==> src/rtl/code_seq_pkg.sv <==
// Shared types and defaults for the code sequencer and its storage.
// Sizes here must agree between the sequencer, its interface and the storage.
package code_seq_pkg;

    localparam int CODE_SIZE_DEF     = 12;
    localparam int MAX_CODE_LINE_DEF = 100;

    typedef enum logic [1:0] {
        IDLE   = 2'd0,
        LOAD   = 2'd1,
        REWIND = 2'd2,
        RUN    = 2'd3
    } seq_state_e;

endpackage

==> src/rtl/code_sequencer_if.sv <==
// Bundle of host, consumer and storage-facing signals of the code sequencer.
// slave is the sequencer's view, master the host/consumer/storage side.
interface code_sequencer_if #(
    parameter int code_size = code_seq_pkg::CODE_SIZE_DEF
);
    logic                 load_start;
    logic                 load_valid;
    logic [code_size-1:0] load_data;
    logic                 load_last;
    logic                 load_ready;
    logic                 load_done;
    logic                 load_err;
    logic                 run_start;
    logic                 run_abort;
    logic                 run_done;
    logic                 run_err;
    logic                 exec_valid;
    logic                 exec_ready;
    logic [code_size-1:0] exec_code;
    logic [31:0]          exec_index;
    logic [31:0]          prog_len;
    logic                 busy;
    logic                 st_is_write;
    logic [31:0]          st_write_line;
    logic [code_size-1:0] st_write_data;
    logic                 st_active;
    logic                 st_reset;
    logic [code_size-1:0] st_code;
    logic [31:0]          st_code_index;

    modport slave (
        input  load_start, load_valid, load_data, load_last,
        input  run_start, run_abort, exec_ready, st_code, st_code_index,
        output load_ready, load_done, load_err, run_done, run_err,
        output exec_valid, exec_code, exec_index, prog_len, busy,
        output st_is_write, st_write_line, st_write_data, st_active, st_reset
    );

    modport master (
        output load_start, load_valid, load_data, load_last,
        output run_start, run_abort, exec_ready, st_code, st_code_index,
        input  load_ready, load_done, load_err, run_done, run_err,
        input  exec_valid, exec_code, exec_index, prog_len, busy,
        input  st_is_write, st_write_line, st_write_data, st_active, st_reset
    );

endinterface

==> src/rtl/code_sequencer.sv <==
// Loads a program into code storage and replays it to a consumer under valid/ready.
//   state  | meaning
//   IDLE   | waiting for load_start or run_start
//   LOAD   | accepting program words, writing storage line wr_ptr
//   REWIND | one cycle holding storage reset so its read pointer returns to line 0
//   RUN    | presenting storage words until the last one is accepted or aborted
module code_sequencer
    import code_seq_pkg::*;
#(
    parameter int code_size     = CODE_SIZE_DEF,
    parameter int max_code_line = MAX_CODE_LINE_DEF
) (
    input  logic                     clk,
    input  logic                     reset,
    code_sequencer_if.slave          bus
);

    seq_state_e state_q, state_d;
    logic [31:0] wr_ptr_q, wr_ptr_d;
    logic [31:0] prog_len_q, prog_len_d;
    logic        load_done_q, load_done_d;
    logic        load_err_q, load_err_d;
    logic        run_done_q, run_done_d;
    logic        run_err_q, run_err_d;

    logic [code_size-1:0] load_word;
    logic                 load_xfer;
    logic                 last_line;

    assign load_word = bus.load_data;
    assign last_line = (bus.st_code_index == (prog_len_q - 32'd1));

    always_ff @(posedge clk) begin
        if (!reset) begin
            state_q     <= IDLE;
            wr_ptr_q    <= '0;
            prog_len_q  <= '0;
            load_done_q <= 1'b0;
            load_err_q  <= 1'b0;
            run_done_q  <= 1'b0;
            run_err_q   <= 1'b0;
        end else begin
            state_q     <= state_d;
            wr_ptr_q    <= wr_ptr_d;
            prog_len_q  <= prog_len_d;
            load_done_q <= load_done_d;
            load_err_q  <= load_err_d;
            run_done_q  <= run_done_d;
            run_err_q   <= run_err_d;
        end
    end

    always_comb begin
        state_d     = state_q;
        wr_ptr_d    = wr_ptr_q;
        prog_len_d  = prog_len_q;
        load_done_d = 1'b0;
        load_err_d  = 1'b0;
        run_done_d  = 1'b0;
        run_err_d   = 1'b0;
        load_xfer   = 1'b0;

        bus.load_ready    = 1'b0;
        bus.st_is_write   = 1'b0;
        bus.st_write_line = '0;
        bus.st_write_data = '0;
        bus.st_active     = 1'b0;
        bus.exec_valid    = 1'b0;
        bus.exec_code     = '0;
        bus.exec_index    = '0;

        // While reset is held every output is quiet except the storage reset.
        bus.st_reset  = !reset || (state_q == REWIND);
        bus.busy      = reset && (state_q != IDLE);
        bus.prog_len  = reset ? prog_len_q : 32'd0;
        bus.load_done = reset && load_done_q;
        bus.load_err  = reset && load_err_q;
        bus.run_done  = reset && run_done_q;
        bus.run_err   = reset && run_err_q;

        if (reset) begin
            unique case (state_q)
                IDLE: begin
                    if (bus.load_start) begin
                        state_d  = LOAD;
                        wr_ptr_d = '0;
                    end else if (bus.run_start) begin
                        if (prog_len_q != 32'd0) state_d = REWIND;
                        else                     run_err_d = 1'b1;
                    end
                end
                LOAD: begin
                    bus.load_ready    = 1'b1;
                    load_xfer         = bus.load_valid;
                    bus.st_is_write   = load_xfer;
                    bus.st_write_line = wr_ptr_q;
                    bus.st_write_data = load_word;
                    if (load_xfer) begin
                        wr_ptr_d = wr_ptr_q + 32'd1;
                        if (bus.load_last) begin
                            state_d     = IDLE;
                            prog_len_d  = wr_ptr_q + 32'd1;
                            load_done_d = 1'b1;
                        end else if (wr_ptr_q == 32'(max_code_line - 1)) begin
                            state_d     = IDLE;
                            prog_len_d  = 32'(max_code_line);
                            load_done_d = 1'b1;
                            load_err_d  = 1'b1;
                        end
                    end
                end
                REWIND: begin
                    state_d = RUN;
                end
                RUN: begin
                    if (bus.run_abort) begin
                        state_d    = IDLE;
                        run_done_d = 1'b1;
                    end else begin
                        bus.exec_valid = 1'b1;
                        bus.exec_code  = bus.st_code;
                        bus.exec_index = bus.st_code_index;
                        // The final word is not stepped past so the pointer rests on it.
                        if (bus.exec_ready) begin
                            if (last_line) begin
                                state_d    = IDLE;
                                run_done_d = 1'b1;
                            end else begin
                                bus.st_active = 1'b1;
                            end
                        end
                    end
                end
                default: state_d = IDLE;
            endcase
        end
    end

endmodule

==> src/flat_wrapper.sv <==
// flat-port wrapper written by rule: the top's interface ports become plain ports
module code_sequencer_flat import code_seq_pkg::*;
#(
    parameter int code_size     = CODE_SIZE_DEF,
    parameter int max_code_line = MAX_CODE_LINE_DEF
)
  (clk, reset, bus_load_start, bus_load_valid, bus_load_data, bus_load_last, bus_run_start, bus_run_abort, bus_exec_ready, bus_st_code, bus_st_code_index, bus_load_ready, bus_load_done, bus_load_err, bus_run_done, bus_run_err, bus_exec_valid, bus_exec_code, bus_exec_index, bus_prog_len, bus_busy, bus_st_is_write, bus_st_write_line, bus_st_write_data, bus_st_active, bus_st_reset);
  code_sequencer_if #(.code_size(code_size)) bus_i ();
  input  logic clk;
  input  logic reset;
  input wire logic [$bits(bus_i.load_start)-1:0] bus_load_start;
  input wire logic [$bits(bus_i.load_valid)-1:0] bus_load_valid;
  input wire logic [$bits(bus_i.load_data)-1:0] bus_load_data;
  input wire logic [$bits(bus_i.load_last)-1:0] bus_load_last;
  input wire logic [$bits(bus_i.run_start)-1:0] bus_run_start;
  input wire logic [$bits(bus_i.run_abort)-1:0] bus_run_abort;
  input wire logic [$bits(bus_i.exec_ready)-1:0] bus_exec_ready;
  input wire logic [$bits(bus_i.st_code)-1:0] bus_st_code;
  input wire logic [$bits(bus_i.st_code_index)-1:0] bus_st_code_index;
  output wire logic [$bits(bus_i.load_ready)-1:0] bus_load_ready;
  output wire logic [$bits(bus_i.load_done)-1:0] bus_load_done;
  output wire logic [$bits(bus_i.load_err)-1:0] bus_load_err;
  output wire logic [$bits(bus_i.run_done)-1:0] bus_run_done;
  output wire logic [$bits(bus_i.run_err)-1:0] bus_run_err;
  output wire logic [$bits(bus_i.exec_valid)-1:0] bus_exec_valid;
  output wire logic [$bits(bus_i.exec_code)-1:0] bus_exec_code;
  output wire logic [$bits(bus_i.exec_index)-1:0] bus_exec_index;
  output wire logic [$bits(bus_i.prog_len)-1:0] bus_prog_len;
  output wire logic [$bits(bus_i.busy)-1:0] bus_busy;
  output wire logic [$bits(bus_i.st_is_write)-1:0] bus_st_is_write;
  output wire logic [$bits(bus_i.st_write_line)-1:0] bus_st_write_line;
  output wire logic [$bits(bus_i.st_write_data)-1:0] bus_st_write_data;
  output wire logic [$bits(bus_i.st_active)-1:0] bus_st_active;
  output wire logic [$bits(bus_i.st_reset)-1:0] bus_st_reset;
  assign bus_i.load_start = bus_load_start;
  assign bus_i.load_valid = bus_load_valid;
  assign bus_i.load_data = bus_load_data;
  assign bus_i.load_last = bus_load_last;
  assign bus_i.run_start = bus_run_start;
  assign bus_i.run_abort = bus_run_abort;
  assign bus_i.exec_ready = bus_exec_ready;
  assign bus_i.st_code = bus_st_code;
  assign bus_i.st_code_index = bus_st_code_index;
  assign bus_load_ready = bus_i.load_ready;
  assign bus_load_done = bus_i.load_done;
  assign bus_load_err = bus_i.load_err;
  assign bus_run_done = bus_i.run_done;
  assign bus_run_err = bus_i.run_err;
  assign bus_exec_valid = bus_i.exec_valid;
  assign bus_exec_code = bus_i.exec_code;
  assign bus_exec_index = bus_i.exec_index;
  assign bus_prog_len = bus_i.prog_len;
  assign bus_busy = bus_i.busy;
  assign bus_st_is_write = bus_i.st_is_write;
  assign bus_st_write_line = bus_i.st_write_line;
  assign bus_st_write_data = bus_i.st_write_data;
  assign bus_st_active = bus_i.st_active;
  assign bus_st_reset = bus_i.st_reset;
  code_sequencer #(.code_size(code_size), .max_code_line(max_code_line)) u_core (.clk(clk), .reset(reset), .bus(bus_i));
endmodule
==> config.mk <==
export PLATFORM = sky130hd
export DESIGN_NAME = code_sequencer_flat
export DESIGN_NICKNAME = d
export VERILOG_FILES = /design/src/rtl/code_seq_pkg.sv /design/src/rtl/code_sequencer_if.sv /design/src/rtl/code_sequencer.sv /design/src/flat_wrapper.sv
export SDC_FILE = /design/constraint.sdc
export NUM_CORES = 1
export LEC_CHECK = 0
export CAP_MARGIN = 25
export CORE_MARGIN = 2
export CORE_UTILIZATION = 35
export DETAILED_ROUTE_END_ITERATION = 8
export PLACE_DENSITY = 0.65
export SLEW_MARGIN = 20
export SYNTH_ARGS = -nofsm -noshare
export SYNTH_HDL_FRONTEND = slang
export SYNTH_SLANG_ARGS = --single-unit
==> constraint.sdc <==
create_clock -name clk -period 4.5 [get_ports clk]
set_input_delay 0.9 -clock clk [delete_from_list [all_inputs] [get_ports clk]]
set_output_delay 0.9 -clock clk [all_outputs]
set_load 0.02 [all_outputs]
==> metrics.md <==
| Metric | Value |
|---|---|
| Outcome | completed |
| Cell area after synthesis | 5430 µm² |
| CP Class | primary input to output pin |
| Die area | 16500 µm² |
| Placement Setup Slack | -0.121 ns |
| Syn-to-layout area delta | 42.9% |
| CP Launch Type | primary input |
| Combinational Power Share | 22.2% |
| Met2 wire len | between 7000 and 8000 µm |
| Final period utilization | 94.9% |
| Crit-path cells | clkdlybuf4s50_1, xnor2_1, or4_4, a2111oi_4, o22ai_1, nor4_1, o2111ai_1, nor3_1, nor2_1, dlygate4sd2_1 |
| Final setup viols | 0 |
| Post-Synthesis Cells | 738 |
| Most common library cells after synthesis | and2_1 (87), nand2_1 (76), dfxtp_1 (70), o21ai_0 (59), and3_1 (55) |
| Clk buf depth | 2 |
| Fraction of layout cells with a size suffix above 1 | 6.17% |
| Final Hold Fails | 0 |
| Largest net degree at the start of global routing | 57 |
| Vias | around 5.8k |
| Most frequent cell after synthesis | and2_1 |
| Sw Share | 28.3% |
| Synthesized area per cell | 7.35 µm² |
| Power Total | approximately 1.7 mW |
| Total track usage | a little over 20% |
| CTS buffer count | 9 |
| Clock power share | between 30% and 40% |
| Routed WL | 17500 µm |
| Drt first pass iters | 5 |
| GRT overflow | 0 |
| Post-Layout Inst Area | 7760 µm² |
| Wire per inst | 16.0 µm |
| WL met1 | 8430 µm |
| Clk slew on worst S/H paths | around 0.050 ns |
| Residual DRC | 0 |
| Most used DFF post-synth | dfxtp_1 |
| Synth top area cells | dfxtp_1 (26%), and2_1 (10%), xnor2_1 (7.1%) |
| RSZ-0062 raised after global routing | false |
| Via-to-Cell Ratio | 5.25 |
| Skew-Pair Late Insertion Delay | 0.34 ns |
| IO Port Bufs | approximately 190 |
| Crit path buf inv count | 2 |
| Diode count | 0 |
| TritonCTS clock tree | done |
| Finished Core Util | between 50% and 60% |
| Worst Setup SP | bus_st_code_index[20] |
| H-tree Lvls | 3 |
| Seq/Total Area, Yosys | between 20% and 30% |
| Hold-fix buffers at CTS | 0 |
| First-pass GRT wire length | 27400 µm |
| Boundary pin count | 194 |
| Worst Path Max Fanout | 2 |
| Final max-slew violation count | 0 |
| Slew @ Worst Pin | 0.906 ns |
| Die width | roughly 130 µm |
| Die height | ~130 µm |
| CP max-delay cell | clkdlybuf4s50_1 |
| CP delay by family, top | simple AND/OR/NAND/NOR gates |
| Fin nets | 969 |
| Clock Skew | 0.00723 ns |
| Hold WC Path Type | flop to flop |
| Initial antenna violation count | 0 |
| Pint | 1.19 mW |
| Switch Pwr | ~470 µW |
| Max cap viols | 0 |
| Synth top area share | 25.8% |
| CP required | 3.60 ns |
| Initial Util | a little over a third |
| Vias in the first global route | 5148 |
| Post-Syn Nets | 804 |
| Area after DPL | between 7000 and 8000 µm² |
| Gpl congestion | 0.961 |
| Reg power frac | 38.2% |
| Worst r2r src | u_core.prog_len_q[25] |
| CP max stage delay | roughly 0.44 ns |
| HP Start | u_core.prog_len_q[1] |
| Final Critical Period | 4.27 ns |
| Final Worst Setup Slack | 0.229 ns |
| Root cell of the clock tree | clkbuf_16 |
| ANT nets after route | 0 |
| Peak VDD IR | ~210 µV |
| Cell Pwr Density | 215 nW/µm² |
| Slew HR | 39.4% |
| CP Data Arrival Time | 3.37 ns |
| Core box area | approximately 15000 µm² |
| Layout filler cell count | 1486 |
| Highest routed layer | met4 |
| Number of clock sinks | 70 |
| Std-Cell Rows | 45 |
| Worst setup EP type | output pin |
| Reg-to-reg slack, setup | 1.19 ns |
| Ys async rst share | 0% |
| Multi-input logic area | 3730 µm² |
| Max Fclk | between 200 and 250 MHz |
| Netlist cell types | just over 60 |
| Seq cells post-synth | 70 |
| Synth area leader | dfxtp_1 |
| Starting DRT DRC Count | 458 |
| Met3 wire length | 1030 µm |
| Synth warnings | 0 |
| Number of enable flip-flop cells after synthesis | 0 |
| Leakage power | 3.01 nW |
| Dpl hpwl | 13000 µm |
| Sequential Area | 1400 µm² |
[placed cells by master (no fill, tap or decap), types with 22 or more instances in the layout]
cell type        Yosys  routed
nand3_1             22      22
o21ai_0             59      59
dfxtp_1             70      70
clkdlybuf4s50_1      0     191
nand2_1             76      75
nor2_1              31      31
xor2_1              29      29
and3_1              55      55
nor3_1              29      28
and2_1              87      87
xnor2_1             44      44
[flip-flops by register name (all words and copies together) (netlist names)]
name and cells:
u_core.load_done_q 1, u_core.run_err_q 1, u_core.prog_len_q 32, u_core.run_done_q 1, u_core.wr_ptr_q 32, u_core.state_q 2, u_core.load_err_q 1
[power by group through the flow]
stage,logic (mW),registers [mW],clock network [mW]
detailed placement,0.367,0.649,0
global route,0.402,0.637,0.685
global placement,0.366,0.649,0
floorplan,0.229,0.643,0
CTS,0.369,0.636,0.666
finish,0.369,0.636,0.659
[worst register-to-register path, cell delays in order (launching register included)]
cell and delay (ns):
dfxtp_1 0.38, or4_1 0.61, or4_1 0.45, nor3_1 0.25, xnor2_1 0.10, a211oi_1 0.26
o2111ai_1 0.19, buf_4 0.17, buf_4 0.12, nor4_2 0.50, o2111a_1 0.23
[metal layers]
metal | GRT usage [%] | up-vias
li1 | - | 2906
met1 | 28.7 | 2592
met2 | 32.1 | 225
met3 | 2.83 | 30
met4 | 8.57 | 0
met5 | 0 | -
[final timing paths]
path,endpoint,depth (start not counted)
setup / recovery,bus_st_active,10
hold / removal,u_core.prog_len_q[1],2
setup reg to reg,u_core.run_done_q,10
hold reg to reg,u_core.prog_len_q[1],2
[stage by stage]
stage               setup TNS, ns  std cells  hold WS [ns]
finish                          0       1095         0.498
global route                    0       1095         0.557
CTS                             0       1094         0.508
detailed placement         -0.121       1079         0.501
global placement          -0.0906       1079         0.485
floorplan                       0        738         0.461
[repair_timing]
action	in CTS	in global routing
buffers inserted	0	1
resized for setup	1	0
endpoints found under the setup margin	1	1
pin swaps	0	2
[logic make-up after synthesis]
logic type      Yosys count  share of synthesized area, %
mux                       1                         0.184
fa+ha+maj                 2                         0.461
buf+inv                  70                          5.58
simple gates            394                          41.4
xor+xnor                 73                          11.8
compound gates          128                          14.8
flops                    70                          25.8
[cell type report]
| class | instances | share of cell area [%] |
|---|---|---|
| clock buffer | 12 | 3.31 |
| inverter | 13 | 0.629 |
| multi-input combinational | 598 | 48.1 |
| tap | 188 | 3.03 |
| sequential | 70 | 18.1 |
| clock inverter | 3 | 0.258 |
| timing repair buffer | 211 | 26.6 |
No activity file was read; power rests on OpenSTA's default activity.
